**src/rtl/calc_ctrl_if.sv**
```systemverilog
// Keypad-to-calculator bundle: decoded key strobe in, display value/sign/result pulse out.
// master = keypad side (drives keys), slave = calc_ctrl.
interface calc_ctrl_if #(
    parameter int OP_W = 10
);
    logic            key_valid;
    logic            is_number;
    logic            is_op;
    logic            is_eq;
    logic [3:0]      num_val;
    logic [1:0]      op_val;
    logic [OP_W:0]   disp_val;
    logic            disp_neg;
    logic            res_valid;
    logic [1:0]      state_o;

    modport master (
        output key_valid, is_number, is_op, is_eq, num_val, op_val,
        input  disp_val, disp_neg, res_valid, state_o
    );

    modport slave (
        input  key_valid, is_number, is_op, is_eq, num_val, op_val,
        output disp_val, disp_neg, res_valid, state_o
    );
endinterface

```
**src/rtl/calc_ctrl.sv**
```systemverilog
// Keypad calculator sequencer: builds A, op, B from key strobes and shows A+B / A-B on '='.
// Latency: display updates 1 clk after the key; no backpressure. Optional CALC_CHAIN_EN: op in S_B chains.
module calc_ctrl #(
    parameter int NDIG = 3,
    parameter int OP_W = 10
) (
    input  logic         clk,
    input  logic         reset,
    calc_ctrl_if.slave   bus
);
    localparam int DC_W = $clog2(NDIG + 1);

    typedef enum logic [1:0] {
        S_A   = 2'b00,
        S_OP  = 2'b01,
        S_B   = 2'b10,
        S_RES = 2'b11
    } state_t;

    localparam logic [1:0] OP_PLUS  = 2'd1;
    localparam logic [1:0] OP_MINUS = 2'd2;

    state_t            state_q, state_d;
    logic [OP_W:0]     a_q, a_d;
    logic [OP_W-1:0]   b_q, b_d;
    logic [1:0]        op_q, op_d;
    logic [DC_W-1:0]   dcnt_q, dcnt_d;
    logic [OP_W:0]     res_q, res_d;
    logic              res_neg_q, res_neg_d;
    logic [OP_W:0]     disp_val_q, disp_val_d;
    logic              disp_neg_q, disp_neg_d;
    logic              res_valid_q, pulse_d;

    logic              key_num, key_op, key_eq;
    logic              digit_room;
    logic [OP_W+1:0]   eval;
    logic [OP_W:0]     eval_mag;
    logic              eval_neg;

    // Class priority number > op > eq; an operator key with a reserved code counts as nothing.
    assign key_num    = bus.key_valid & bus.is_number;
    assign key_op     = bus.key_valid & ~bus.is_number & bus.is_op &
                        ((bus.op_val == OP_PLUS) | (bus.op_val == OP_MINUS));
    assign key_eq     = bus.key_valid & ~bus.is_number & ~bus.is_op & bus.is_eq;
    assign digit_room = (dcnt_q < DC_W'(NDIG));

    // x*10 + d, with x*10 formed as shift-and-add; the digit limit keeps it within OP_W bits.
    function automatic logic [OP_W-1:0] append_digit(input logic [OP_W-1:0] x,
                                                     input logic [3:0]      d);
        logic [OP_W+3:0] w;
        w = ({4'b0, x} << 3) + ({4'b0, x} << 1);
        return w[OP_W-1:0] + {{(OP_W-4){1'b0}}, d};
    endfunction

    // Returns {neg, magnitude}; subtraction is done as sign + magnitude.
    function automatic logic [OP_W+1:0] evaluate(input logic [OP_W:0]   x,
                                                 input logic [OP_W-1:0] y,
                                                 input logic [1:0]      op);
        logic [OP_W:0] ye;
        ye = {1'b0, y};
        if (op == OP_MINUS) begin
            if (x >= ye) return {1'b0, x - ye};
            else         return {1'b1, ye - x};
        end
        return {1'b0, x + ye};
    endfunction

    assign eval     = evaluate(a_q, b_q, op_q);
    assign eval_mag = eval[OP_W:0];
    assign eval_neg = eval[OP_W+1];

    always_comb begin
        state_d    = state_q;
        a_d        = a_q;
        b_d        = b_q;
        op_d       = op_q;
        dcnt_d     = dcnt_q;
        res_d      = res_q;
        res_neg_d  = res_neg_q;
        pulse_d    = 1'b0;
        disp_val_d = disp_val_q;
        disp_neg_d = disp_neg_q;

        case (state_q)
            S_A: begin
                if (key_num) begin
                    if (digit_room) begin
                        a_d    = {1'b0, append_digit(a_q[OP_W-1:0], bus.num_val)};
                        dcnt_d = dcnt_q + DC_W'(1);
                    end
                end else if (key_op) begin
                    op_d    = bus.op_val;
                    state_d = S_OP;
                end
            end
            S_OP: begin
                if (key_num) begin
                    b_d     = {{(OP_W-4){1'b0}}, bus.num_val};
                    dcnt_d  = DC_W'(1);
                    state_d = S_B;
                end else if (key_op) begin
                    op_d = bus.op_val;
                end
            end
            S_B: begin
                if (key_num) begin
                    if (digit_room) begin
                        b_d    = append_digit(b_q, bus.num_val);
                        dcnt_d = dcnt_q + DC_W'(1);
                    end
                end else if (key_eq) begin
                    res_d     = eval_mag;
                    res_neg_d = eval_neg;
                    pulse_d   = 1'b1;
                    state_d   = S_RES;
                end
`ifdef CALC_CHAIN_EN
                else if (key_op && !eval_neg) begin
                    a_d     = eval_mag;
                    op_d    = bus.op_val;
                    pulse_d = 1'b1;
                    state_d = S_OP;
                end
`endif
            end
            default: begin // S_RES
                if (key_num) begin
                    a_d     = {{(OP_W-3){1'b0}}, bus.num_val};
                    b_d     = '0;
                    dcnt_d  = DC_W'(1);
                    state_d = S_A;
                end else if (key_op && !res_neg_q) begin
                    // A holds the full OP_W+1 bit result so chained sums are not clipped.
                    a_d     = res_q;
                    op_d    = bus.op_val;
                    state_d = S_OP;
                end
            end
        endcase

        case (state_d)
            S_A, S_OP: begin
                disp_val_d = a_d;
                disp_neg_d = 1'b0;
            end
            S_B: begin
                disp_val_d = {1'b0, b_d};
                disp_neg_d = 1'b0;
            end
            default: begin
                disp_val_d = res_d;
                disp_neg_d = res_neg_d;
            end
        endcase
    end

    always_ff @(posedge clk or posedge reset) begin
        if (reset) begin
            state_q     <= S_A;
            a_q         <= '0;
            b_q         <= '0;
            op_q        <= '0;
            dcnt_q      <= '0;
            res_q       <= '0;
            res_neg_q   <= 1'b0;
            disp_val_q  <= '0;
            disp_neg_q  <= 1'b0;
            res_valid_q <= 1'b0;
        end else begin
            state_q     <= state_d;
            a_q         <= a_d;
            b_q         <= b_d;
            op_q        <= op_d;
            dcnt_q      <= dcnt_d;
            res_q       <= res_d;
            res_neg_q   <= res_neg_d;
            disp_val_q  <= disp_val_d;
            disp_neg_q  <= disp_neg_d;
            res_valid_q <= pulse_d;
        end
    end

    assign bus.disp_val  = disp_val_q;
    assign bus.disp_neg  = disp_neg_q;
    assign bus.res_valid = res_valid_q;
    assign bus.state_o   = state_q;
endmodule
```
**src/flat_wrapper.sv**
```systemverilog
// flat-port wrapper written by rule: the top's interface ports become plain ports
module calc_ctrl_flat 
#(
    parameter int NDIG = 3,
    parameter int OP_W = 10
)
  (clk, reset, bus_key_valid, bus_is_number, bus_is_op, bus_is_eq, bus_num_val, bus_op_val, bus_disp_val, bus_disp_neg, bus_res_valid, bus_state_o);
  calc_ctrl_if #(.OP_W(OP_W)) bus_i ();
  input  logic clk;
  input  logic reset;
  input wire logic [$bits(bus_i.key_valid)-1:0] bus_key_valid;
  input wire logic [$bits(bus_i.is_number)-1:0] bus_is_number;
  input wire logic [$bits(bus_i.is_op)-1:0] bus_is_op;
  input wire logic [$bits(bus_i.is_eq)-1:0] bus_is_eq;
  input wire logic [$bits(bus_i.num_val)-1:0] bus_num_val;
  input wire logic [$bits(bus_i.op_val)-1:0] bus_op_val;
  output wire logic [$bits(bus_i.disp_val)-1:0] bus_disp_val;
  output wire logic [$bits(bus_i.disp_neg)-1:0] bus_disp_neg;
  output wire logic [$bits(bus_i.res_valid)-1:0] bus_res_valid;
  output wire logic [$bits(bus_i.state_o)-1:0] bus_state_o;
  assign bus_i.key_valid = bus_key_valid;
  assign bus_i.is_number = bus_is_number;
  assign bus_i.is_op = bus_is_op;
  assign bus_i.is_eq = bus_is_eq;
  assign bus_i.num_val = bus_num_val;
  assign bus_i.op_val = bus_op_val;
  assign bus_disp_val = bus_i.disp_val;
  assign bus_disp_neg = bus_i.disp_neg;
  assign bus_res_valid = bus_i.res_valid;
  assign bus_state_o = bus_i.state_o;
  calc_ctrl #(.NDIG(NDIG), .OP_W(OP_W)) u_core (.clk(clk), .reset(reset), .bus(bus_i));
endmodule
```
**config.mk**
```make
export PLATFORM = sky130hd
export DESIGN_NAME = calc_ctrl_flat
export DESIGN_NICKNAME = d
export VERILOG_FILES = /design/src/rtl/calc_ctrl_if.sv /design/src/rtl/calc_ctrl.sv /design/src/flat_wrapper.sv
export SDC_FILE = /design/constraint.sdc
export NUM_CORES = 1
export LEC_CHECK = 0
export CORE_MARGIN = 2
export CORE_UTILIZATION = 40
export DETAILED_ROUTE_END_ITERATION = 16
export SKIP_LAST_GASP = 1
export SYNTH_ARGS = -nofsm -noshare
export SYNTH_HDL_FRONTEND = slang
export SYNTH_SLANG_ARGS = --single-unit
```
**constraint.sdc**
```tcl
create_clock -name clk -period 3 [get_ports clk]
set_clock_uncertainty 0.1 [all_clocks]
set_input_delay 0.6 -clock clk [delete_from_list [all_inputs] [get_ports clk]]
set_output_delay 0.6 -clock clk [all_outputs]
set_load 0.01 [all_outputs]
```
==> results of run 1 <==
[kinds of logic after synthesis]
| logic type | count (synthesis) | share of synthesized area, % |
|---|---|---|
| buf+inv | 78 | 6.384 |
| compound gates | 178 | 24.56 |
| flops | 52 | 26.04 |
| fa+ha+maj | 70 | 18.58 |
| xor+xnor | 20 | 3.505 |
| mux | 11 | 2.404 |
| simple gates | 186 | 18.53 |
[cell type report]
type / instances / area (um^2) / area share (%)
inverter: 51 / 191.4 / 2.949
tap: 168 / 210.2 / 3.238
multi-input combinational: 465 / 3551 / 54.70
sequential: 52 / 1305 / 20.10
clock inverter: 1 / 7.507 / 0.1157
clock buffer: 7 / 142.6 / 2.197
timing repair buffer: 130 / 1084 / 16.69
[flip-flops by register name, summed over array words and instances (netlist names)]
signal / count
u_core.a_q: 11
u_core.bus.disp_val: 11
u_core.res_q: 11
u_core.b_q: 10
u_core.bus.state_o: 2
u_core.dcnt_q: 2
u_core.op_q: 2
u_core.bus.disp_neg: 1
u_core.bus.res_valid: 1
u_core.res_neg_q: 1
[power by group through the flow]
stage,logic (uW),clock network (uW),registers [uW]
final,6430,587,1180
after detailed placement,5900,0,1180
after floorplan,3550,0,1220
after CTS,6000,600,1170
after global placement,5810,0,1180
after global routing,6960,623,1210
[cells in the mapped netlist (all sizes together) (4+ instances only)]
cell | n | area [um^2]
a31oi | 7 | 50.05
nand2b | 10 | 62.56
nor3 | 16 | 85.08
nand2 | 58 | 220.2
dfrtp | 52 | 1301
a221o | 6 | 60.06
o21ai | 41 | 212.7
xor2 | 6 | 52.55
xnor2 | 14 | 122.6
a22oi | 6 | 45.04
o21a | 7 | 52.55
mux2i | 6 | 60.06
o31ai | 9 | 67.56
a22o | 5 | 43.79
o211ai | 6 | 45.04
fa | 7 | 140.1
ha | 63 | 788.3
inv | 51 | 191.4
or3 | 8 | 50.05
and2 | 5 | 31.28
buf | 7 | 52.54
nor2 | 43 | 161.4
a21oi | 45 | 225.2
a21o | 6 | 45.04
a221oi | 7 | 67.56
clkbuf | 20 | 75.07
mux2 | 5 | 60.05
nor2b | 11 | 68.82
nand3 | 14 | 70.07
o21bai | 4 | 30.03
[worst max-delay path, stage by stage, from the launching register on]
cell,delay [ns]
dfrtp_1,0.41
inv_1,0.20
ha_4,0.25
and4_4,0.16
a311oi_4,0.34
o21ai_4,0.17
or4_4,0.52
a31oi_4,0.19
xnor2_2,0.14
o221ai_2,0.27
a21oi_2,0.09
[metal layers]
layer,vias up,part of all wire [%],global-route usage (%)
li1,2346,-,-
met1,2425,43,34.15
met2,206,46,42.57
met3,44,7.0,3.609
met4,0,3.6,9.127
met5,-,0,0
[worst max-delay path by stage]
stage,to,slack (ns)
6_report,u_core.bus.disp_val[3]$_DFF_PP0_,0.03
2_1_floorplan,u_core.bus.disp_val[6]$_DFF_PP0_,0.03
3_3_place_gp,u_core.bus.disp_val[8]$_DFF_PP0_,-0.65
4_1_cts,u_core.bus.disp_val[5]$_DFF_PP0_,-0.005
3_5_place_dp,u_core.bus.disp_val[8]$_DFF_PP0_,-0.72
5_1_grt,u_core.bus.disp_val[6]$_DFF_PP0_,-0.05
[through the flow]
step	total power [uW]	TNS (ns)	hold WS [ns]	utilization (%)
floorplan	4769	0	0.3623	-
global placement	6994	-8.441	0.3849	50.52
detailed placement	7082	-9.461	0.4036	50.52
CTS	7771	-0.005360	0.4191	52.16
global route	8793	-0.1201	0.4578	53.60
finish	8197	0	0.4170	53.60
[cells in the final DEF (no fill, tap or decap), types with 3 or more instances in the layout]
cell / instances
buf_4: 100
ha_1: 58
nand2_1: 57
dfrtp_1: 49
inv_1: 46
nor2_1: 42
a21oi_1: 40
o21ai_0: 34
clkdlybuf4s50_1: 23
nor3_1: 15
nand3_1: 14
xnor2_1: 13
nor2b_1: 10
nand2b_1: 9
or3_1: 8
a21o_1: 6
xor2_1: 6
a22oi_1: 6
o21a_1: 6
o31ai_1: 6
a221o_1: 6
a31oi_1: 6
o211ai_1: 6
mux2i_1: 6
inv_2: 5
a21oi_2: 5
a221oi_1: 5
a22o_1: 5
fa_1: 5
clkbuf_16: 5
o21ai_1: 4
mux2_2: 4
and2_1: 4
o21bai_1: 4
buf_12: 4
nor4_1: 3
ha_4: 3
dfrtp_2: 3
[timing repair]
action | in CTS | in global routing
setup endpoints to repair | 17 | 13
setup buffers | 1 | 6
pin swaps | 10 | 15
gates resized for setup | 17 | 31
==> reports/results.ini, run 1 <==
[floorplanning]
top_level_ports = 27
die_width_um = 115.8
rows = 40
core_mm2 = 0.01211
fp.dieH_um = 115.8
initial_core_util_pct = 41.26
die-area_mm2 = 0.01340

[logic_synthesis]
yosysUniqueCellTypes = 74
yosysSeqAreaShare_pct = 26.04
avgSynthCellArea_um2 = 8.399
synthArstFlopShare_pct = 100.0
synth_edf_count = 0
syn_nets = 677
synth_area_mm2 = 0.004997
netlist_instances = 595
ys_warn_count = 0
ys_ff_latch = 52
synth-main-ff-cell = dfrtp_1

[grt]
grt_pass1_vias = 4936
track_usage_pct = 25.60
grt_max_degree = 29
grt_pass1_wl_um = 26180
antenna_found_initial = 0
overflow = 0

[critical_path]
r2r_cells = 10
r2r_slack_ns = 0.03
crit_start = u_core.b_q[0]$_DFF_PP0_
start_kind = register
path_max_fanout = 7
critical_path_required_ns = 3.08
critPathCaptureType = register
arrival_ns = 3.05
r2r_end = u_core.bus.disp_val[3]$_DFF_PP0_
r2r-start = u_core.b_q[0]$_DFF_PP0_
critPathKind = register to register

[timing]
slew_headroom_pct = 63.54
layout_setup_ws_ns = 0.02890
rsz0062_at_grt = yes
max_freq_mhz = 336.6
hold_violations = 0
worstMarginPinSlew_ns = 0.5462
slew_violations = 0
post-route-min-period_ns = 2.971
period_share_pct = 99.04
setup_viol = 0

[layout]
fin_cells = 874
fillers = 1157
finalNetCount = 787
antenna_cells = 0
final_area_mm2 = 0.006491
drive_above_1_share_pct = 24.08
syn_to_final_growth_pct = 29.89

[clocking]
postCtsHoldBufs = 0
clock_sinks = 52
cts_buffers = 5
path_clk_slew_ns = 0.07
cts_root_buf = clkbuf_16
cts_buffer_depth = 2
cts_max_level = 2
clk_latency_ns = 0.30
cts_tree = done

[detailed_routing]
ant_nets = 0
wl_per_cell_um = 18.91
drt_iter0_markers = 437
first_pass_iters = 6
wl_um = 16530
via_count = 5021
vias_per_cell = 5.745
drt_drc_violations_left = 0

[pwr]
internal_power_uw = 4178
clock_power_share_pct = 7.2
power_density_mw_per_mm2 = 1263
sequentialPowerShare_pct = 14.4
vdd_drop_max_uv = 438.5
switching_share_pct = 49.03
p_sw_uw = 4019
leakage_uw = 0.003076
p_comb_share_pct = 78.4

[hold_path]
whs_endpoint = u_core.dcnt_q[1]$_DFFE_PP0P_
hold_depth = 2
min_from = u_core.dcnt_q[1]$_DFFE_PP0P_
hp-class = register to register

[place]
place_area_mm2 = 0.006118
port_buffers = 26
dp_hpwl_um = 13200
place_ws_ns = -0.7209
placed_cells = 859
gp_congestion = 0.9363

[status]
outcome = complete, no violations

[flow_run]
cap_viol_max_count = 0

Power figures use the tool's default switching activity.
==> run 2: changes to the inputs <==
--- a/config.mk
+++ b/config.mk
@@ -7,6 +7,7 @@
 export LEC_CHECK = 0
 export CORE_MARGIN = 2
 export CORE_UTILIZATION = 40
+export CTS_BUF_LIST = sky130_fd_sc_hd__clkbuf_4
 export DETAILED_ROUTE_END_ITERATION = 16
 export SKIP_LAST_GASP = 1
 export SYNTH_ARGS = -nofsm -noshare
==> constraint.sdc (replaced) <==
create_clock -name clk -period 3.13 [get_ports clk]
set_clock_uncertainty 0.1 [all_clocks]
set_input_delay 0.626 -clock clk [delete_from_list [all_inputs] [get_ports clk]]
set_output_delay 0.626 -clock clk [all_outputs]
set_load 0.01 [all_outputs]
==> run 2 against run 1 <==
Sequential cell count did not move. Die area did not move. Fmax fell by 2.5%. Via count fell by 1.6%. First-iteration DRC count fell by 9.8%. Global-route usage fell by 0.46 points. Count of clock-buffer cells in the layout fell by 2.
==> reports/results.ini, run 2 (synthesis results as in run 1) <==
[status]
outcome = complete, no violations

[timing]
post-route-min-period_ns = 3.048
setup_viol = 0
period_share_pct = 97.38
layout_setup_ws_ns = 0.08198
finalSetupTns_ns = 0
worstMarginPinSlew_ns = 0.5027
max_freq_mhz = 328.1
hold_violations = 0
slew_violations = 0
slew_headroom_pct = 66.44
hold_slack_ns = 0.4217

[clocking]
clock_sinks = 52
cts_tree = done
clk_latency_ns = 0.42
path_clk_slew_ns = 0.19
cts_buffers = 5
cts_buffer_depth = 2
cts_max_level = 2
postCtsHoldBufs = 0
cts_root_buf = clkbuf_4

[flow_run]
cap_viol_max_count = 0

[grt]
grt_pass1_vias = 4888
overflow = 0
top_usage_layer = met2
met3_usage_pct = 3.086
grt_pass1_wl_um = 25620
use_met1_pct = 34.53
track_usage_pct = 25.14
grt_max_degree = 23
antenna_found_initial = 0
grt_util_met2_pct = 40.82

[detailed_routing]
drt_iter0_markers = 394
wl_um = 16480
ant_nets = 0
first_pass_iters = 5
wl_per_cell_um = 19.21
via_count = 4941
vias_per_cell = 5.759
drt_drc_violations_left = 0

[critical_path]
r2r_slack_ns = 0.08
r2r-start = u_core.a_q[2]$_DFF_PP0_
start_kind = register
critical_path_required_ns = 3.38
crit_end = u_core.bus.disp_val[3]$_DFF_PP0_
r2r_end = u_core.bus.disp_val[3]$_DFF_PP0_
arrival_ns = 3.29
critPathKind = register to register
path_max_fanout = 7
crit_start = u_core.a_q[2]$_DFF_PP0_
r2r_cells = 9
critPathCaptureType = register

[hold_path]
hp-class = input pin to asynchronous set/reset pin

[layout]
fillers = 1199
syn_to_final_growth_pct = 22.88
fin_cells = 858
finalNetCount = 771
antenna_cells = 0
drive_above_1_share_pct = 19.86
mostFrequentLayoutCells = 88 x buf_4, 62 x ha_1, 57 x nand2_1
final_common_cell = buf_4

[pwr]
vdd_drop_max_uv = 397.4
leakage_uw = 0.002926
power_density_mw_per_mm2 = 1177

[floorplanning]
fp.dieH_um = 115.8
die-area_mm2 = 0.01340
initial_core_util_pct = 41.26
die_width_um = 115.8
core_mm2 = 0.01211
top_level_ports = 27
rows = 40

[place]
gp_congestion = 0.9516
place_ws_ns = -0.5798
placed_cells = 848
port_buffers = 26
dp_hpwl_um = 13240

[run 2: where the power goes]
part           switching [uW]  internal (uW)
Combinational            3290           2470
Sequential                193            931
Clock                     260           88.9
Total                    3740           3490
[run 2: per-stage QoR]
stage          utilization, %  instance area, um^2  power, uW
5_1_grt                 50.70                 6141       7726
3_3_place_gp            49.42                 5986       6507
2_1_floorplan               -                 4997       4571
6_report                50.70                 6141       7229
4_1_cts                 50.17                 6076       7009
3_5_place_dp            49.42                 5986       6611
[run 2: worst min-delay path by stage]
stage	slack (ns)	to	depth (start not counted)	startpoint
after floorplan	0.36	u_core.res_q[9]$_DFF_PP0_	2	u_core.res_q[9]$_DFF_PP0_
after detailed placement	0.40	u_core.dcnt_q[1]$_DFFE_PP0P_	2	u_core.dcnt_q[1]$_DFFE_PP0P_
after global placement	0.39	u_core.dcnt_q[1]$_DFFE_PP0P_	2	u_core.dcnt_q[1]$_DFFE_PP0P_
after global routing	0.46	u_core.op_q[1]$_DFFE_PP0P_	1	u_core.op_q[1]$_DFFE_PP0P_
final	0.42	u_core.bus.disp_val[1]$_DFF_PP0_	2	reset
after CTS	0.43	u_core.bus.disp_val[4]$_DFF_PP0_	2	reset
[run 2: area by class of cell]
| cell class | instances | area [um^2] | share of cell area (%) |
|---|---|---|---|
| Clock buffer | 5 | 37.54 | 0.6112 |
| Inverter | 51 | 191.4 | 3.117 |
| Sequential cell | 52 | 1304 | 21.23 |
| Clock inverter | 3 | 23.77 | 0.3871 |
| Timing Repair Buffer | 114 | 925.9 | 15.08 |
| Multi-Input combinational cell | 465 | 3448 | 56.15 |
| Tap cell | 168 | 210.2 | 3.423 |
[run 2: what timing repair did]
item,4_1_cts,5_1_grt
resized for setup,8,17
setup endpoints to repair,6,14
pin swaps,7,11
setup buffers,1,1
[run 2: layer usage]
metal / up-vias / share of wire, % / routed length, um
met5: - / 0 / 0
met4: 0 / 3.1 / 504
met3: 36 / 5.5 / 914
met2: 178 / 46 / 7642
met1: 2401 / 45 / 7417
li1: 2326 / - / -
[run 2: critical path: stages (launching register included)]
cell      delay, ns
dfrtp_1        0.47
ha_1           0.36
and4_4         0.23
a311oi_4       0.38
o21ai_4        0.16
or4_4          0.51
a31oi_2        0.20
xnor2_1        0.22
o221ai_2       0.17
a21oi_1        0.17
==> run 3: changes to the inputs <==
--- a/config.mk
+++ b/config.mk
@@ -5,6 +5,7 @@
 export SDC_FILE = /design/constraint.sdc
 export NUM_CORES = 1
 export LEC_CHECK = 0
+export CAP_MARGIN = 20
 export CORE_MARGIN = 2
 export CORE_UTILIZATION = 40
 export CTS_BUF_LIST = sky130_fd_sc_hd__clkbuf_4
==> results of run 3 <==
The final DEF is identical to that of run 2; final timing and power are the same.
